### src/rtl/axi_lite_pkg.sv
// Shared AXI4-Lite definitions: response codes and bus widths.
// Imported by AXI4-Lite initiators and targets in this slice.
package axi_lite_pkg;

    localparam int AXIL_DATA_WIDTH = 32;
    localparam int AXIL_STRB_WIDTH = 4;

    typedef enum logic [1:0] {
        OKAY   = 2'b00,
        EXOKAY = 2'b01,
        SLVERR = 2'b10,
        DECERR = 2'b11
    } axi_resp_t;

endpackage

### src/rtl/axi_ads124x_axil_master.sv
// Single-outstanding AXI4-Lite initiator: one valid/ready command in,
// one AXI4-Lite write or read out, one response (data + resp) back.
// Ports: aclk/aresetn; cmd_* command stream; rsp_* response stream;
// m_axi_* AXI4-Lite master (32-bit data, ADDR_WIDTH address).
// A silent slave stalls this block forever; there is no timeout.
module axi_ads124x_axil_master
    import axi_lite_pkg::*;
#(
    parameter int         ADDR_WIDTH = 32,
    parameter logic [2:0] PROT       = 3'b000
) (
    input  logic                       aclk,
    input  logic                       aresetn,

    input  logic                       cmd_valid,
    output logic                       cmd_ready,
    input  logic                       cmd_write,
    input  logic [ADDR_WIDTH-1:0]      cmd_addr,
    input  logic [AXIL_DATA_WIDTH-1:0] cmd_wdata,
    input  logic [AXIL_STRB_WIDTH-1:0] cmd_wstrb,

    output logic                       rsp_valid,
    input  logic                       rsp_ready,
    output logic                       rsp_write,
    output logic [AXIL_DATA_WIDTH-1:0] rsp_rdata,
    output logic [1:0]                 rsp_resp,

    output logic [ADDR_WIDTH-1:0]      m_axi_awaddr,
    output logic [2:0]                 m_axi_awprot,
    output logic                       m_axi_awvalid,
    input  logic                       m_axi_awready,
    output logic [AXIL_DATA_WIDTH-1:0] m_axi_wdata,
    output logic [AXIL_STRB_WIDTH-1:0] m_axi_wstrb,
    output logic                       m_axi_wvalid,
    input  logic                       m_axi_wready,
    input  logic [1:0]                 m_axi_bresp,
    input  logic                       m_axi_bvalid,
    output logic                       m_axi_bready,
    output logic [ADDR_WIDTH-1:0]      m_axi_araddr,
    output logic [2:0]                 m_axi_arprot,
    output logic                       m_axi_arvalid,
    input  logic                       m_axi_arready,
    input  logic [AXIL_DATA_WIDTH-1:0] m_axi_rdata,
    input  logic [1:0]                 m_axi_rresp,
    input  logic                       m_axi_rvalid,
    output logic                       m_axi_rready
);

    typedef enum logic [2:0] {
        S_IDLE,
        S_WR_ADDR_DATA,
        S_WR_RESP,
        S_RD_ADDR,
        S_RD_DATA,
        S_RSP
    } state_t;

    localparam logic [ADDR_WIDTH-1:0] WORD_MASK = ~ADDR_WIDTH'(3);

    state_t                       state_q;
    state_t                       state_d;

    logic [ADDR_WIDTH-1:0]        addr_q;
    logic [AXIL_DATA_WIDTH-1:0]   wdata_q;
    logic [AXIL_STRB_WIDTH-1:0]   wstrb_q;
    logic                         write_q;
    logic [AXIL_DATA_WIDTH-1:0]   rdata_q;
    axi_resp_t                    resp_q;

    // AW and W complete independently; these remember which is done.
    logic                         aw_done_q;
    logic                         w_done_q;

    logic                         aw_hs;
    logic                         w_hs;
    logic                         aw_fin;
    logic                         w_fin;

    assign aw_hs  = m_axi_awvalid & m_axi_awready;
    assign w_hs   = m_axi_wvalid & m_axi_wready;
    assign aw_fin = aw_done_q | aw_hs;
    assign w_fin  = w_done_q | w_hs;

    // State register
    always_ff @(posedge aclk or negedge aresetn) begin
        if (!aresetn) begin
            state_q <= S_IDLE;
        end else begin
            state_q <= state_d;
        end
    end

    // Next-state logic
    always_comb begin
        state_d = state_q;
        unique case (state_q)
            S_IDLE: begin
                if (cmd_valid) begin
                    state_d = cmd_write ? S_WR_ADDR_DATA : S_RD_ADDR;
                end
            end
            S_WR_ADDR_DATA: begin
                if (aw_fin && w_fin) state_d = S_WR_RESP;
            end
            S_WR_RESP: begin
                if (m_axi_bvalid) state_d = S_RSP;
            end
            S_RD_ADDR: begin
                if (m_axi_arready) state_d = S_RD_DATA;
            end
            S_RD_DATA: begin
                if (m_axi_rvalid) state_d = S_RSP;
            end
            S_RSP: begin
                if (rsp_ready) state_d = S_IDLE;
            end
            default: state_d = S_IDLE;
        endcase
    end

    // Outputs: decoded from registered state only, so the async reset
    // drops every valid/ready without waiting for a clock edge.
    always_comb begin
        cmd_ready     = (state_q == S_IDLE);
        m_axi_awvalid = (state_q == S_WR_ADDR_DATA) && !aw_done_q;
        m_axi_wvalid  = (state_q == S_WR_ADDR_DATA) && !w_done_q;
        m_axi_bready  = (state_q == S_WR_RESP);
        m_axi_arvalid = (state_q == S_RD_ADDR);
        m_axi_rready  = (state_q == S_RD_DATA);
        rsp_valid     = (state_q == S_RSP);
    end

    // Capture registers; all AXI payloads come from here.
    always_ff @(posedge aclk or negedge aresetn) begin
        if (!aresetn) begin
            addr_q    <= '0;
            wdata_q   <= '0;
            wstrb_q   <= '0;
            write_q   <= 1'b0;
            rdata_q   <= '0;
            resp_q    <= OKAY;
            aw_done_q <= 1'b0;
            w_done_q  <= 1'b0;
        end else begin
            unique case (state_q)
                S_IDLE: begin
                    if (cmd_valid) begin
                        addr_q    <= cmd_addr & WORD_MASK;
                        wdata_q   <= cmd_wdata;
                        wstrb_q   <= cmd_wstrb;
                        write_q   <= cmd_write;
                        aw_done_q <= 1'b0;
                        w_done_q  <= 1'b0;
                    end
                end
                S_WR_ADDR_DATA: begin
                    if (aw_hs) aw_done_q <= 1'b1;
                    if (w_hs)  w_done_q  <= 1'b1;
                end
                S_WR_RESP: begin
                    if (m_axi_bvalid) begin
                        resp_q  <= axi_resp_t'(m_axi_bresp);
                        rdata_q <= '0;
                    end
                end
                S_RD_DATA: begin
                    if (m_axi_rvalid) begin
                        resp_q  <= axi_resp_t'(m_axi_rresp);
                        rdata_q <= m_axi_rdata;
                    end
                end
                default: ;
            endcase
        end
    end

    assign m_axi_awaddr = addr_q;
    assign m_axi_araddr = addr_q;
    assign m_axi_awprot = PROT;
    assign m_axi_arprot = PROT;
    assign m_axi_wdata  = wdata_q;
    assign m_axi_wstrb  = wstrb_q;

    assign rsp_write = write_q;
    assign rsp_rdata = rdata_q;
    assign rsp_resp  = resp_q;

endmodule

### config.mk
export PLATFORM = sky130hd
export DESIGN_NAME = axi_ads124x_axil_master
export DESIGN_NICKNAME = d
export VERILOG_FILES = /design/src/rtl/axi_lite_pkg.sv /design/src/rtl/axi_ads124x_axil_master.sv
export SDC_FILE = /design/constraint.sdc
export NUM_CORES = 1
export LEC_CHECK = 0
export BUFFER_PORTS_ARGS = -buffer_cell sky130_fd_sc_hd__buf_2
export CAP_MARGIN = 20
export CELL_PAD_IN_SITES_DETAIL_PLACEMENT = 1
export CELL_PAD_IN_SITES_GLOBAL_PLACEMENT = 2
export CORE_MARGIN = 1.5
export CORE_UTILIZATION = 25
export CTS_BUF_LIST = sky130_fd_sc_hd__clkbuf_8 sky130_fd_sc_hd__clkbuf_16
export DETAILED_ROUTE_END_ITERATION = 10
export GPL_TIMING_DRIVEN = 0
export MAX_ROUTING_LAYER = met4
export PLACE_DENSITY = 0.79
export SETUP_SLACK_MARGIN = 0.4
export SLEW_MARGIN = 5
export SYNTH_ARGS = -nofsm -noshare
export SYNTH_HDL_FRONTEND = slang
export SYNTH_SLANG_ARGS = --single-unit
### constraint.sdc
create_clock -name aclk -period 3 [get_ports aclk]
set_clock_uncertainty 0.15 [all_clocks]
set_input_delay 0.45 -clock aclk [delete_from_list [all_inputs] [get_ports aclk]]
set_output_delay 0.45 -clock aclk [all_outputs]
set_load 0.02 [all_outputs]
; Yosys cells after proc, flatten, opt, wreduce, memory -nomap -nowiden
; Index checks and enable logic that the tools add are counted.
[word_totals]
output_inout_bits = 148
reg_bits = 106
in_bits = 114
[op_classes]
reduce_logical = 13
eq_ne = 13
n_bitwise = 4
mux = 19
[op_table]
columns = operator, n
row1 = 32-bit two-way mux, 2
row2 = 32-bit one-hot mux with 2 select lines, 1
row3 = 3-bit two-way mux, 6
row4 = 3-bit one-hot mux with 6 select lines, 1
row5 = "2-bit inequality test, second input constant", 6
row6 = 3-bit AND reduction, 3
row7 = "3-bit by 2-bit equality test with 1-bit output, second input constant", 2
row8 = "3-bit equality test, second input constant", 2
row9 = 2-bit two-way mux, 3
row10 = 6-bit AND reduction, 1
row11 = "2-bit by 1-bit inequality test with 1-bit output, second input constant", 2
row12 = 1-bit one-hot mux with 2 select lines, 2
row13 = 2-bit one-hot mux with 2 select lines, 1
row14 = 2-bit nonzero test, 2
row15 = "3-bit by 1-bit equality test with 1-bit output, second input constant", 1
row16 = 1-bit logical AND, 3
row17 = 3-bit zero test, 1
row18 = 1-bit two-way mux, 3
row19 = 1-bit AND, 2
row20 = 1-bit zero test, 2
row21 = 1-bit bitwise OR, 2
row22 = 2-bit AND reduction, 1

; Longest topological paths before layout
; Gate-level depths: netlist of the first run.
[logic_depth]
word_depth = 7
depth_mapped = 7
ltp_nobuf = 4

; Worst setup path before layout of the first run
; No wires, ideal clock.
[synth_path]
kind = reg2reg
startpoint = reg state_q[2]
endpoint = reg addr_q[10], in the netlist m_axi_araddr[10]
slack_ns = 0.974
path_buffers = 4
arrival_ns = 1.749
setup_time_ns = 0.127
synth_period_minus_slack_ns = 2.026
path_stages_with_launch = 8
path_cell_list = dfrtp_1 buf_2 nor3_2 and2_1 buf_2 buf_6 buf_6 mux2_1
[synth_via]
elab_chain_cells = 2
[synth_lines]
columns = element, line
row1 = start: declaration, axi_ads124x_axil_master.sv:60  ; state_t state_q;
row2 = start signal: assignment, axi_ads124x_axil_master.sv:89  ; state_q <= state_d;
row3 = 3-bit zero test, --
row4 = net cmd_ready, axi_ads124x_axil_master.sv:16  ; output logic cmd_ready,
row5 = 2-bit AND reduction (no line), --
row6 = end signal: assignment, axi_ads124x_axil_master.sv:148  ; addr_q <= cmd_addr & WORD_MASK;
row7 = end: declaration, axi_ads124x_axil_master.sv:63  ; logic [ADDR_WIDTH-1:0] addr_q;
; The timed path passes the listed nets, and every way through them passes these cells.
; A chain may end at the register's enable or synchronous reset.

; Final worst setup path of the first run
[layout_path]
startpoint = reg state_q[1]
endpoint = out m_axi_awvalid
[layout_via]
elab_chain_cells = 2
[layout_lines]
columns = element, line
row1 = 3-bit by 1-bit equality test with 1-bit output, axi_ads124x_axil_master.sv:125  ; m_axi_awvalid = (state_q == S_WR_ADDR_DATA) && !aw_done_q;
row2 = 1-bit logical AND, axi_ads124x_axil_master.sv:125
row3 = end: declaration, axi_ads124x_axil_master.sv:30  ; output logic m_axi_awvalid,
; Every way passes these cells.

==> results of run 1 <==
[registers in the layout, summed over array words and instances, names as in the netlist]
signal	cells
rsp_resp	2
rsp_write	1
w_done_q	1
m_axi_araddr	30
m_axi_wstrb	4
m_axi_wdata	32
state_q	3
aw_done_q	1
rsp_rdata	32
[repair_timing]
item	4_1_cts	5_1_grt
endpoints found under the hold margin	19	0
hold buffers	1	0
resized for setup	0	0
buffers inserted	0	0
[per-layer routing]
layer / track usage [%] / vias to the layer above / part of all wire [%]
met5: - / - / 0
met1: 14.6 / 1693 / 38
met3: 2.41 / 24 / 6.5
met2: 23.1 / 141 / 53
met4: 7.09 / 0 / 3.4
li1: - / 1608 / -
[through the flow]
stage               hold slack (ns)  worst slack (ns)
CTS                           0.145             0.618
global placement              0.314             0.151
finish                        0.162             0.649
global route                  0.158             0.521
floorplan                   0.00441             0.974
detailed placement            0.323             0.986
[Yosys cell counts (all sizes together)]
cell type and number:
and3b 3, o221ai 1, inv 2, o22ai 1
o31a 1, o21a 1, mux2i 2, nand2b 3
dfrtp 106, conb 1, nor3 1, a21oi 6
buf 58, nand3b 1, o21ai 4, a21o 1
nand2 4, and2 2, clkbuf 1, nor4bb 1
mux2 68, a22o 32, o22a 1, nand3 1
nor2 15, a221oi 1
[worst paths after layout]
kind / start / to / slack [ns] / depth (start not counted)
worst min register to register: rsp_resp[0] / rsp_resp[0] / 0.33 / 2
max in group asynchronous: aresetn / m_axi_wdata[12] / 1.45 / 3
worst max-delay path: state_q[1] / m_axi_awvalid / 0.65 / 5
worst min-delay path: m_axi_rdata[3] / rsp_rdata[3] / 0.16 / 2
min in group asynchronous: aresetn / m_axi_wdata[27] / 0.52 / 2
worst max register to register: state_q[2] / m_axi_wdata[23] / 1.01 / 7
[power by group]
part,total [mW],leakage (nW),switching (mW),internal (mW)
Sequential,2.47,1.30,0.389,2.09
Combinational,3.72,1.88,2.11,1.61
Clock,1.21,0.140,0.555,0.655
[kinds of logic after synthesis]
group / after synthesis / synth area share (%)
flip-flops: 106 / 59.4
AND/OR/NAND/NOR: 31 / 3.76
other: 1 / 0.0840
multiplexers: 70 / 17.7
buffers and inverters: 61 / 9.84
AO/OA/AOI/OAI: 49 / 9.22
[final cells by class]
class	count	area (sq um)	area share [%]
clock buffer	9	225	3.54
inverter	2	7.51	0.118
sequential	106	2650	41.7
multi-input combinational	160	1410	22.1
clock inverter	7	77.6	1.22
buffer	59	432	6.78
tap	225	282	4.42
timing repair buffer	251	1290	20.2
==> impl_results.md, run 1 <==
- Buffers on Ports: 249
- WS Path Type: flop to output port
- CP endpoint kind: output port
- Post-DP Area: 0.00606 sq mm
- Die H: 137 microns
- Final hold viol count: 0
- DIE AREA: 0.0187 sq mm
- Cells after DPL: 802
- CP top delay family: simple AND/OR/NAND/NOR gates
- Area leader, netlist: dfrtp_1
- Setup TNS: 0 ns
- Critical-path cell list: buf_6 > nor2_1 > nand2_1 > nor2_1 > buf_2
- Area contributors post-synth: dfrtp_1, mux2_2, mux2_1
- Slowest cell on crit path: nor2_1
- Most common library cell in the layout ignoring fill and taps: buf_2
- Crit path largest cell delay: 0.42 ns
- Power, Total: 7.41 mW
- Inserted Diodes: 0
- CTS max path bufs: 2
- Post-Layout Inst Area: 0.00637 sq mm
- Tmin final: 2.35 ns
- Std cell rows: 48
- CTS sink count: 106
- Pwr dens: 1160 mW/mm^2
- Syn avg cell area: 14.0 sq um
- Util after Layout: 36.7%
- Netlist cell types: 34
- Crit Path Max Fanout: 10
- Worst-path clk slew: 0.08 ns
- Initial Utilization: 25.7%
- CTS tree: built
- Total GRT Usage: 13.4%
- Num CTS Buffers: 9
- Crit path required time: 2.40 ns
- Vias in the first global route: 3,576
- Post-DR vias/cell: 4.23
- Number of fill cells in the layout: 1,999
- Detailed placement HPWL: 10.1 mm
- Fin cells: 819
- Largest net degree at the start of global routing: 60
- GRT Residual Overflow: 0
- Peak VDD IR: 0.411 mV
- Arrival time at the worst endpoint: 1.75 ns
- Vias: 3,466
- Number of nets in the layout: 703
- Wire per inst: 15.2 microns
- Max-cap violations: 0
- Most frequent cells in the layout: buf_2, dfrtp_1, buf_4
- CP Launch Type: flop
- Routed Antenna Nets: 0
- Starting DRT DRC Count: 87
- RSZ-0062 raised after global routing: false
- Hold crit path type: input port to flop
- Htree depth: 3
- Root Driver: clkbuf_16
- Mapped Cells: 318
- Die extent in x: 137 microns
- Yosys warning count: 0
- Syn Std Cell Area: 0.00446 sq mm
- Slew HR: 55.5%
- Seq/Total Area, Yosys: 59.4%
- CP bufs+invs: 2
- GP Congestion: 0.735
- DRT Wirelength: 12.4 mm
- Drt drc: 0
- Share of cells above drive strength 1: 61.8%
- Final worst path period share: 78.4%
- Initial antenna violation count: 0
- Max Slew Vio Count: 0
- Tightest Pin Transition: 0.668 ns
- Cell mode on critical path: nor2_1
- I/O pins: 262
- DR pass1 iterations: 4
- Core Region: 0.0174 sq mm
- Leak: 3.32 nW
- Yosys reg bits: 106
- Post-synth top area share: 59.4%
- Maximum operating frequency: 0.425 GHz
- First-pass GRT wire length: 18.8 mm
- Final setup viols: 0
- Layout area overhead: 42.7%
- Status: finished, final reports clean
- Worst-Skew Late Latency: 0.34 ns
(Power assumes the default switching activity.)
==> run 2, diff against run 1 <==
Settings changed: CORE_UTILIZATION 25 to 24, PLACE_DENSITY 0.79 to 0.8.
Clock period 3 ns to 1.9 ns, I/O delays scaled along.
==> run 2 against run 1 <==
The run now ends with design-rule violations left. Setup slack got worse by 0.60 ns. Flip-flop and latch count is the same. Largest power group unchanged. Die area is 4.1% higher. Via count up 13%. Critical endpoint is now m_axi_araddr[13]. Critical path type is now flop to flop. Largest cell class is now buffers.
==> impl_results.md, run 2 (synthesis results as in run 1) <==
- Die extent in x: 139 microns (+2.0%)
- Wire per inst: 16.6 microns (+9.5%)
- Pint: 7.95 mW (+83%)
- DIE AREA: 0.0194 sq mm (+4.1%)
- Most common library cell in the layout ignoring fill and taps: buf_2
- Violated checks: design-rule violations
- Crit Path Max Fanout: 8 (-2)
- Hold crit path type: input port to flop
- Number of fill cells in the layout: 1,999 (unchanged)
- Multi-input gate area: 0.00158 sq mm (+12%)
- Slew HR: 64.5% (+9.0 points)
- Max Slew Vio Count: 0 (unchanged)
- CP Launch Type: flop
- Htree depth: 3 (unchanged)
- Crit path required time: 1.97 ns (-0.43 ns)
- Combinational share of power: 56.6% (+6.4 points)
- Share of cells above drive strength 1: 63.5% (+1.7 points)
- Num CTS Buffers: 9 (unchanged)
- First-pass GRT wire length: 23.3 mm (+24%)
- Vias in the first global route: 4,375 (+22%)
- Status: complete, but fails checks
- Initial Utilization: 24.7% (-1.0 points)
- Sequential Power Share: 30.0% (-3.4 points)
- Die H: 139 microns (+2.0%)
- Detailed placement HPWL: 10.2 mm (+1.1%)
- Sw power: 5.38 mW (+76%)
- Std cell rows: 49 (+2.1%)
- Largest net degree at the start of global routing: 55 (-8.3%)
- Initial antenna violation count: 1 (+1)
- Uppermost layer routed: met4
- Starting DRT DRC Count: 102 (+17%)
- CTS sink count: 106 (unchanged)
- Clock share of power: 13.4% (-2.9 points)
- Wl on met1: 5.69 mm (+22%)
- Tightest Pin Transition: 0.533 ns (-0.135 ns)
- Util after Layout: 42.4% (+5.8 points)
- I/O pins: 262 (unchanged)
- Final hold viol count: 0 (unchanged)
- Met3 wire length: 1.19 mm (+49%)
- GP Congestion: 0.860 (+17%)
- Routed Antenna Nets: 0 (unchanged)
- Worst-path clk slew: 0.08 ns (about the same)
- Worst r2r path cells: 8 (+1)
- CTS tree: built
- Pwr dens: 1740 mW/mm^2 (+49%)
- GRT Residual Overflow: 0 (unchanged)
- Slack of the critical path: 0.0448 ns (-0.605 ns)
- Setup WS pre-CTS: -0.114 ns (-1.10 ns)
- DRT Wirelength: 15.2 mm (+22%)
- Max-cap violations: 0 (unchanged)
- Post-DR vias/cell: 4.28 (+1.2%)
- Final worst path period share: 97.6%
- Leak: 3.90 nW (+17%)
- Buffers on Ports: 249 (unchanged)
- Drt drc: 24 (+24)
- Number of nets in the layout: 792 (+13%)
- Worst-Skew Late Latency: 0.35 ns (about the same)
- Hold path cells: 2 (unchanged)
- Vias: 3,904 (+13%)
- Met2 WL: 8.08 mm (+24%)
- RSZ-0062 raised after global routing: true
- CP endpoint kind: flop
- Final setup viols: 0 (unchanged)
- Layout area overhead: 72.0%
- Root Driver: clkbuf_16
- Register area: 0.00265 sq mm (unchanged)
- Tmin final: 1.86 ns
- DR pass1 iterations: 7 (+3)
- Total GRT Usage: 15.8% (+2.4 points)
- Most frequent cells in the layout: buf_2, dfrtp_1, buf_4
- Arrival time at the worst endpoint: 1.93 ns (+0.18 ns)
- Sw frac: 40.4% (-0.91 points)
- WS Path Type: flop to flop
- Peak VDD IR: 0.532 mV (+29%)
- Maximum operating frequency: 0.539 GHz
- Core Region: 0.0181 sq mm (+4.2%)
- CTS max path bufs: 2 (unchanged)
run 2: power by group through the flow:
stage / combinational [mW] / sequential [mW] / clock (mW)
6_report: 7.55 / 4.00 / 1.79
2_1_floorplan: 2.82 / 5.11 / 0
5_1_grt: 7.95 / 4.14 / 1.97
3_5_place_dp: 6.09 / 4.00 / 0
3_3_place_gp: 5.95 / 3.92 / 0
4_1_cts: 6.94 / 3.99 / 1.86
run 2: layer usage:
metal,up-vias,track usage (%)
met3,17,4.54
met4,0,4.48
li1,1783,-
met2,188,28.7
met5,-,-
met1,1916,16.6
run 2: stage by stage:
step | instances | cell area (sq um) | hold WS, ns | power, mW | TNS, ns
after floorplan | 327 | 4540 | -0.161 | 7.93 | -0.588
after global placement | 805 | 6080 | 0.316 | 9.87 | -84.52
after detailed placement | 806 | 6110 | 0.236 | 10.1 | -2.95
after CTS | 899 | 7410 | 0.000121 | 12.8 | 0
after global routing | 912 | 7680 | 0.00230 | 14.1 | -0.0455
final | 912 | 7680 | 0.0196 | 13.3 | 0
run 2: layout make-up:
cell class	instances	area share (%)
Antenna cell	1	0.0326
Buffer	59	6.80
Clock buffer	9	2.93
Clock inverter	6	0.652
Inverter	2	0.0978
Multi-Input combinational cell	160	20.6
Sequential cell	106	34.6
Tap cell	229	3.73
Timing Repair Buffer	340	30.7
run 2: final timing paths:
kind	start	endpoint	slack, ns
worst max-delay path	state_q[2]	m_axi_araddr[13]	0.04
worst min-delay path	m_axi_rdata[4]	rsp_rdata[4]	0.02
worst max register to register	state_q[2]	m_axi_araddr[13]	0.04
worst min register to register	m_axi_wdata[26]	m_axi_wdata[26]	0.34
max in group asynchronous	aresetn	state_q[1]	0.62
min in group asynchronous	aresetn	m_axi_araddr[30]	0.31
run 2: critical path: stages (launching register included):
cell     delay (ns)
dfrtp_1        0.37
buf_6          0.13
nor3_4         0.17
and2_4         0.16
buf_8          0.10
buf_12         0.13
buf_6          0.10
buf_8          0.11
mux2_4         0.30
run 2: repair_timing:
action	in CTS	in global routing
gates resized for setup	70	54
hold buffers	59	0
buffers inserted	16	12
setup endpoints to repair	115	187
gates cloned	3	0
hold endpoints to repair	110	0
pin swaps	11	4
==> run 3, diff against run 2 <==
--- a/constraint.sdc
+++ b/constraint.sdc
@@ -4,2 +4,2 @@
 set_output_delay 0.285 -clock aclk [all_outputs]
-set_load 0.02 [all_outputs]
+set_load 0.01 [all_outputs]
==> run 3 against run 2 <==
The flow still finishes with violations (design-rule violations). Non-clock buffer count is 2 lower. First-iteration DRC count is 39% higher. Sequential power hardly changed. Sequential share of layout area is 0.90 points lower. Clock-buffer cell count is 1 higher. Register-to-register slack worse by 0.02 ns. Clock power is 12% higher. Wire length is 3.8% higher. Global-route usage is 0.78 points lower. Setup slack worse by 0.019 ns.
==> impl_results.md, run 3 (synthesis results as in run 1) <==
- CP endpoint kind: flop
- Starting DRT DRC Count: 142 (+39%)
- Htree depth: 3 (unchanged)
- Std cell rows: 49 (unchanged)
- Pwr dens: 1620 mW/mm^2 (-6.4%)
- Vias: 3,938 (+0.87%)
- Post-DR vias/cell: 4.32 (+0.98%)
- Hold crit path type: input port to flop
- Largest net degree at the start of global routing: 63 (+15%)
- Arrival time at the worst endpoint: 1.95 ns (+0.02 ns)
- First-pass GRT wire length: 22.4 mm (-4.0%)
- Final hold viol count: 0 (unchanged)
- DR pass1 iterations: 11 (+4)
- Post-Layout Inst Area: 0.00788 sq mm (+2.7%)
- Crit Path Max Fanout: 8 (unchanged)
- Slack of the critical path: 0.0255 ns (-0.0193 ns)
- Die extent in x: 139 microns (unchanged)
- Layout area overhead: 76.6%
- Max Slew Vio Count: 0 (unchanged)
- Initial Utilization: 24.7% (unchanged)
- Worst-Skew Late Latency: 0.35 ns (about the same)
- Share of cells above drive strength 1: 65.8% (+2.3 points)
- Final setup viols: 0 (unchanged)
- Buffers on Ports: 249 (unchanged)
- Max-cap violations: 0 (unchanged)
- Setup TNS: 0 ns (unchanged)
- CTS max path bufs: 2 (unchanged)
- Violated checks: design-rule violations
- Num CTS Buffers: 9 (unchanged)
- Routed Antenna Nets: 0 (unchanged)
- Initial antenna violation count: 1 (unchanged)
- Wire per inst: 17.3 microns (+3.9%)
- Number of nets in the layout: 790 (-0.25%)
- Leak: 4.07 nW (+4.3%)
- Root Driver: clkbuf_16
- Util after Layout: 43.6% (+1.1 points)
- GP Congestion: 0.876 (+1.9%)
- Post-DP Area: 0.00609 sq mm (-0.35%)
- Fin cells: 911 (-0.11%)
- Worst-path clk slew: 0.08 ns (about the same)
- Cells after DPL: 806 (unchanged)
- Met3 wire length: 1.23 mm (+2.8%)
- Slowest cell on crit path: dfrtp_1
- CP Launch Type: flop
- Most frequent cells in the layout: buf_2, dfrtp_1, mux2_4
- CTS tree: built
- DIE AREA: 0.0194 sq mm (unchanged)
- Total GRT Usage: 15.0% (-0.78 points)
- Final worst path period share: 98.7% (+1.0 points)
- Crit path largest cell delay: 0.38 ns (about the same)
- Drt drc: 25 (+4.2%)
- Uppermost layer routed: met4
- WS Path Type: flop to flop
- Wl on met1: 6.11 mm (+7.2%)
- Critical-path cell list: buf_6 > nor3_4 > and2_4 > buf_12 > clkbuf_16 > buf_8 > mux2_4
- Die H: 139 microns (unchanged)
- Vias in the first global route: 4,219 (-3.6%)
- Peak VDD IR: 0.567 mV (+6.6%)
- Met2 WL: 8.29 mm (+2.6%)
- Detailed placement HPWL: 10.5 mm (+2.7%)
- Setup WS pre-CTS: -0.101 ns (+0.0128 ns)
- CTS sink count: 106 (unchanged)
- Maximum operating frequency: 0.533 GHz (-1.0%)
- RSZ-0062 raised after global routing: true
- Most common library cell in the layout ignoring fill and taps: buf_2
- Crit path required time: 1.97 ns (about the same)
- Status: complete, but fails checks
- DRT Wirelength: 15.7 mm (+3.8%)
- Core Region: 0.0181 sq mm (unchanged)
- Tmin final: 1.87 ns (+0.0193 ns)
- I/O pins: 262 (unchanged)
- GRT Residual Overflow: 0 (unchanged)
## run 3: cell count changes in the layout (fill, tap and decap cells not counted), sizes merged
cell / delta
buf: -1
bufinv: +1
clkbuf: +7
clkinvlp: -1
dlygate4sd3: -7
## run 3: per-stage QoR
stage | power [mW] | hold slack [ns]
2_1_floorplan | 6.81 | -0.161
3_3_place_gp | 8.75 | 0.314
3_5_place_dp | 8.95 | 0.181
4_1_cts | 11.6 | 0.00167
5_1_grt | 13.5 | 0.00614
6_report | 12.8 | 0.0163
## run 3: metal layers
metal	track usage (%)	vias to the layer above
met5	-	-
met4	3.42	0
met3	3.99	10
met2	26.5	183
met1	17.0	1959
li1	-	1786
## run 3: power by group
group / switching (mW) / internal (mW) / total (mW)
registers: 0.737 / 3.30 / 4.03
clock network: 0.904 / 1.09 / 2.00
logic: 2.77 / 4.01 / 6.78
total: 4.41 / 8.40 / 12.8
## run 3: worst max-delay path, delay by kind of cell (launching register included)
kind,cells,cell delay (ns)
buffers and inverters,4,0.56
muxes,1,0.30
DFF,1,0.38
and+or+nand+nor,2,0.36
## run 3: path summary, 6_finish.rpt
kind                               endpoint       startpoint  cells past startpoint  slack [ns]
min                           rsp_rdata[28]  m_axi_rdata[28]                      2        0.02
min reg2reg                     rsp_resp[1]      rsp_resp[1]                      2        0.35
max in group asynchronous      rsp_rdata[1]          aresetn                      3        0.67
min in group asynchronous  m_axi_araddr[20]          aresetn                      2        0.27
max reg2reg                m_axi_araddr[27]       state_q[0]                      7        0.03
max                        m_axi_araddr[27]       state_q[0]                      7        0.03
## run 3: repair_timing
| item | in CTS | in global routing |
|---|---|---|
| setup buffers | 16 | 11 |
| resized for setup | 50 | 94 |
| hold endpoints to repair | 95 | 0 |
| endpoints found under the setup margin | 111 | 134 |
| gates cloned | 3 | 6 |
| pin swaps | 9 | 9 |
| hold buffers | 52 | 0 |
## run 3: final cells by class
| type | instances | area [sq um] |
|---|---|---|
| tap | 229 | 287 |
| buffer | 59 | 572 |
| timing repair buffer | 338 | 2300 |
| inverter | 2 | 7.51 |
| sequential | 106 | 2650 |
| fill | 1955 | 10200 |
| antenna | 1 | 2.50 |
| clock buffer | 10 | 239 |
| multi-input combinational | 160 | 1740 |
| clock inverter | 6 | 83.8 |
